## config.mk

```make
export PLATFORM = sky130hd
export DESIGN_NAME = vec_mul_sched
export DESIGN_NICKNAME = d
export VERILOG_FILES = /design/src/rtl/vec_mul_sched_pkg.sv /design/src/rtl/vec_mul_valid_pipe.sv /design/src/rtl/vec_mul_sched.sv
export SDC_FILE = /design/constraint.sdc
export NUM_CORES = 1
export LEC_CHECK = 0
export CORE_UTILIZATION = 53
export DETAILED_ROUTE_END_ITERATION = 10
export PLACE_DENSITY = 0.78
export SLEW_MARGIN = 15
export SYNTH_ARGS = -nofsm -noshare
export SYNTH_HDL_FRONTEND = slang
export SYNTH_SLANG_ARGS = --single-unit
```

## constraint.sdc

```tcl
create_clock -name clk -period 2.8 [get_ports clk]
set_input_delay 0.7 -clock clk [delete_from_list [all_inputs] [get_ports clk]]
set_output_delay 0.7 -clock clk [all_outputs]
set_load 0.02 [all_outputs]
```

## src/rtl/vec_mul_sched_pkg.sv

```systemverilog
// Shared types and defaults for the 1x64 vector-multiply sequencer.
package vec_mul_sched_pkg;

    localparam int DEFAULT_PIPE_LAT = 10;

    typedef enum logic [2:0] {
        IDLE   = 3'd0,
        LOAD_W = 3'd1,
        RELOAD = 3'd2,
        STREAM = 3'd3,
        DRAIN  = 3'd4,
        DONE   = 3'd5
    } state_e;

endpackage

```

## src/rtl/vec_mul_valid_pipe.sv

```systemverilog
// Valid delay line matching the array latency; its tail marks a result ready to store.
module vec_mul_valid_pipe #(
    parameter int DEPTH = 10
) (
    input  logic clk,
    input  logic rstn,
    input  logic valid_in,
    output logic tail,
    output logic any_set
);

    logic [DEPTH-1:0] stage;

    assign tail = stage[DEPTH-1];

    // any_set looks one shift ahead: it is clear exactly when the line will be empty next cycle.
    generate
        if (DEPTH == 1) begin : g_single
            always_ff @(posedge clk or negedge rstn) begin
                if (!rstn) begin
                    stage <= '0;
                end else begin
                    stage[0] <= valid_in;
                end
            end
            assign any_set = valid_in;
        end else begin : g_multi
            // NOTE: state registers use non-blocking assignments so every stage shifts on the same edge.
            always_ff @(posedge clk or negedge rstn) begin
                if (!rstn) begin
                    stage <= '0;
                end else begin
                    stage <= {stage[DEPTH-2:0], valid_in};
                end
            end
            assign any_set = valid_in | (|stage[DEPTH-2:0]);
        end
    endgenerate

endmodule

```

## src/rtl/vec_mul_sched.sv

```systemverilog
// Sequencer: pops one weight set, reloads the array, streams vectors and stores results.
module vec_mul_sched
    import vec_mul_sched_pkg::*;
#(
    parameter int ADDRESSSIZE = 10,
    parameter int COUNT_BW    = 10,
    parameter int PIPE_LAT    = DEFAULT_PIPE_LAT
) (
    input  logic                   clk,
    input  logic                   rstn,
    input  logic                   start,
    input  logic [ADDRESSSIZE-1:0] src_base,
    input  logic [ADDRESSSIZE-1:0] dst_base,
    input  logic [COUNT_BW-1:0]    vec_count,
    input  logic                   fifo_empty,
    output logic                   fifo_read_enable,
    output logic                   weight_reload,
    output logic                   ub_rd_en,
    output logic [ADDRESSSIZE-1:0] ub_addr,
    output logic                   res_we,
    output logic [ADDRESSSIZE-1:0] res_addr,
    output logic                   busy,
    output logic                   done
);

    state_e                 state;
    logic [ADDRESSSIZE-1:0] src_q;
    logic [COUNT_BW-1:0]    count_q;
    logic [COUNT_BW-1:0]    remaining;
    logic                   pipe_any;

    vec_mul_valid_pipe #(
        .DEPTH (PIPE_LAT)
    ) u_valid_pipe (
        .clk      (clk),
        .rstn     (rstn),
        .valid_in (ub_rd_en),
        .tail     (res_we),
        .any_set  (pipe_any)
    );

    always_ff @(posedge clk or negedge rstn) begin
        if (!rstn) begin
            state            <= IDLE;
            src_q            <= '0;
            count_q          <= '0;
            remaining        <= '0;
            fifo_read_enable <= 1'b0;
            weight_reload    <= 1'b0;
            ub_rd_en         <= 1'b0;
            ub_addr          <= '0;
            busy             <= 1'b0;
            done             <= 1'b0;
        end else begin
            case (state)
                IDLE: begin
                    if (start) begin
                        src_q   <= src_base;
                        count_q <= vec_count;
                        busy    <= 1'b1;
                        if (vec_count == '0) begin
                            state <= DONE;
                            done  <= 1'b1;
                        end else begin
                            // The FIFO flag is already examined in the start cycle, so the pop lands in cycle 1.
                            state            <= LOAD_W;
                            fifo_read_enable <= !fifo_empty;
                        end
                    end
                end
                LOAD_W: begin
                    if (fifo_read_enable) begin
                        fifo_read_enable <= 1'b0;
                        weight_reload    <= 1'b1;
                        state            <= RELOAD;
                    end else if (!fifo_empty) begin
                        fifo_read_enable <= 1'b1;
                    end
                end
                RELOAD: begin
                    weight_reload <= 1'b0;
                    ub_rd_en      <= 1'b1;
                    ub_addr       <= src_q;
                    remaining     <= count_q - COUNT_BW'(1);
                    state         <= STREAM;
                end
                STREAM: begin
                    if (remaining == '0) begin
                        ub_rd_en <= 1'b0;
                        state    <= DRAIN;
                    end else begin
                        ub_addr   <= ub_addr + ADDRESSSIZE'(1);
                        remaining <= remaining - COUNT_BW'(1);
                    end
                end
                DRAIN: begin
                    if (!pipe_any) begin
                        done  <= 1'b1;
                        state <= DONE;
                    end
                end
                DONE: begin
                    done  <= 1'b0;
                    busy  <= 1'b0;
                    state <= IDLE;
                end
                default: state <= IDLE;
            endcase
        end
    end

    // Result address advances after every stored result and wraps silently.
    always_ff @(posedge clk or negedge rstn) begin
        if (!rstn) begin
            res_addr <= '0;
        end else if (state == IDLE && start) begin
            res_addr <= dst_base;
        end else if (res_we) begin
            res_addr <= res_addr + ADDRESSSIZE'(1);
        end
    end

endmodule

```

==> reports/results.txt <==
outcome: finished, violations left
failing checks: DRC
Hold WS: 0.381 ns
cell taking the most area after synthesis: dfrtp_1
most frequent cells in the layout: 80 x nand2_1, 68 x dfrtp_1, 58 x clkdlybuf4s50_1
DR pass1 iterations: 8
# nets final: 496
Pleak: 1.92 nW
critical path depth: 5
largest net degree at the start of global routing: 36
worst skew pair latency: 0.34 ns
crit path cell chain: or4_4 > nor3_4 > buf_4 > o311ai_0 > nor3b_1
TritonCTS Sinks: 68
share of the synthesized area in the top cell type: 47.2%
routed via count: 3,351
CTS Hold Buffers Added: 0
root buf cell: clkbuf_8
unrepaired setup endpoints after global routing: false
Worst path top cell family by delay: simple AND/OR/NAND/NOR gates
initial drt markers: 222
Mean Syn Cell Area: 9.10 um2
post-synthesis sequential area ratio: 47.2%
remaining antenna violation count after routing: 0
Worst setup SP type: flop
PD cells: 1010 nW/um2
# resized after CTS: 0
hold crit path type: reg2reg
Reg clk slew, reported paths: 0.08 ns
slew margin rel.: 37.3%
H-tree levels: 3
Worst Path Required: 3.02 ns
VDD IR max: 0.000591 V
die area: 7130 um2
vias in the first global route: 3,232
Register Area: 1700 um2
Synth Warn #: 0
grt total ovfl: 0
Fmax achieved: 435 MHz
Layout area overhead: 24.8%
Post-synth EDFFs: 0
top post-synthesis cells by area: dfrtp_1 47%, nand2_1 8.3%, nor4_1 2.4%
Ant. Diodes: 0
worst slew pin tran: 0.931 ns
Layout fillers: 530
Ports: 60
Remaining DRCs: 5
period utilization: 82.1%
crit-path max cell delay: 0.60 ns
post-CTS setup buffer count: 0
register bit total from synthesis: 68
CTS max path bufs: 2
gr usage total: 27.5%
routability cong.: 0.856
worst-path maximum fanout: 12
most common cell after layout, fill and taps aside: nand2_1
Post-Syn Nets: 433
vias per cell: 6.19
Async S/R FF share, synth: 100%
Total Power: 4.56 mW
initial core utilization: 55.8%
max-cap violations: 0
routed len/inst: 16.8 um
Final Hold Viols: 0
# rows: 29
DRT Wirelength: 9.10 mm
Crit Path Category: reg2reg
Max Clock Skew: 0.0107 ns
slowest cell on the critical path: or4_4
Setup TNS: 0 ns
first-pass GRT wire length: 15.5 mm
Worst Path Buf+Inv: 1
crit path time final: 2.30 ns
Finish-stage setup viols: 0
initial antenna violation count: 0
core footprint: 6460 um2
Syn Inst Count: 396
multi-input logic area: 1760 um2
fin. max-slew vios: 0
Worst Path Arrival: 2.52 ns
Post-Place Worst Slack: 0.318 ns
Worst Setup End Kind: flop
ys flop type: dfrtp_1
worst hold stages: 0
FF-to-FF path depth: 5
TritonCTS buffer count: 9
synthesized cell area: 3600 um2
CTS tree: yes
layout cell share with drive strength beyond 1: 9.48%
final worst slack: 0.500 ns
chip width: 84.5 um
distinct cell type count after synthesis: 57
die span in y: 84.5 um
Port Buf Inserts: 59
HPWL after detailed placement: 6.31 mm
[report_power, final]
group / switching (mW) / internal (mW) / total (mW)
Combinational: 0.925 / 0.913 / 1.84
Sequential: 0.517 / 1.41 / 1.93
Clock: 0.387 / 0.412 / 0.799
Total: 1.83 / 2.73 / 4.56
[area by class of cell]
| type | count | area share [%] |
|---|---|---|
| Multi-Input combinational cell | 296 | 39.1 |
| Timing Repair Buffer | 77 | 16.0 |
| Tap cell | 77 | 2.14 |
| Clock inverter | 6 | 1.45 |
| Sequential cell | 68 | 37.8 |
| Clock buffer | 10 | 2.84 |
| Inverter | 7 | 0.584 |
[through the flow]
stage | instance area, um2 | util [%] | cells
2_1_floorplan | 3600 | - | 396
3_5_place_dp | 4300 | 66.6 | 525
5_1_grt | 4500 | 69.6 | 541
6_report | 4500 | 69.6 | 541
4_1_cts | 4500 | 69.6 | 541
3_3_place_gp | 4300 | 66.6 | 525
[cell families after synthesis]
| logic type | synth area share [%] |
|---|---|
| AO/OA/AOI/OAI | 16.0 |
| XOR/XNOR | 2.67 |
| adder cells (fa/ha/maj) | 1.04 |
| buffers and inverters | 4.10 |
| flip-flops | 47.2 |
| multiplexers | 3.19 |
| AND/OR/NAND/NOR | 25.8 |
[registers in the layout, summed over array words and instances, names as in the netlist]
name / cells
busy: 1
count_q: 10
done: 1
fifo_read_enable: 1
remaining: 10
res_addr: 10
src_q: 10
state: 3
u_valid_pipe.stage: 10
ub_addr: 10
ub_rd_en: 1
weight_reload: 1
[worst paths after layout]
| kind | endpoint | startpoint | slack [ns] |
|---|---|---|---|
| min in group asynchronous | remaining[3]$_DFFE_PN0P_ | rstn | 0.46 |
| min reg2reg | u_valid_pipe.stage[6]$_DFF_PN0_ | u_valid_pipe.stage[5]$_DFF_PN0_ | 0.38 |
| max | ub_addr[8]$_DFFE_PN0P_ | remaining[4]$_DFFE_PN0P_ | 0.50 |
| max reg2reg | ub_addr[8]$_DFFE_PN0P_ | remaining[4]$_DFFE_PN0P_ | 0.50 |
| min | u_valid_pipe.stage[6]$_DFF_PN0_ | u_valid_pipe.stage[5]$_DFF_PN0_ | 0.38 |
| max in group asynchronous | u_valid_pipe.stage[3]$_DFF_PN0_ | rstn | 1.65 |
[cell usage after synthesis, types with 10 or more instances]
| library cell | count |
|---|---|
| dfrtp_1 | 68 |
| nand3_1 | 10 |
| nor2_1 | 20 |
| o21ai_0 | 16 |
| nor3_1 | 11 |
| nor4_1 | 14 |
| a21oi_1 | 16 |
| nand2_1 | 80 |
| o22ai_1 | 10 |
| clkbuf_1 | 20 |
| and3_1 | 10 |
[layer usage]
metal / routed length (um) / global-route usage [%] / up-vias
met5: 0 / 0 / -
met4: 112 / 10.2 / 0
met3: 481 / 3.34 / 11
met2: 4310 / 44.0 / 123
met1: 4200 / 38.7 / 1650
li1: - / - / 1567
(Power assumes the default switching activity.)
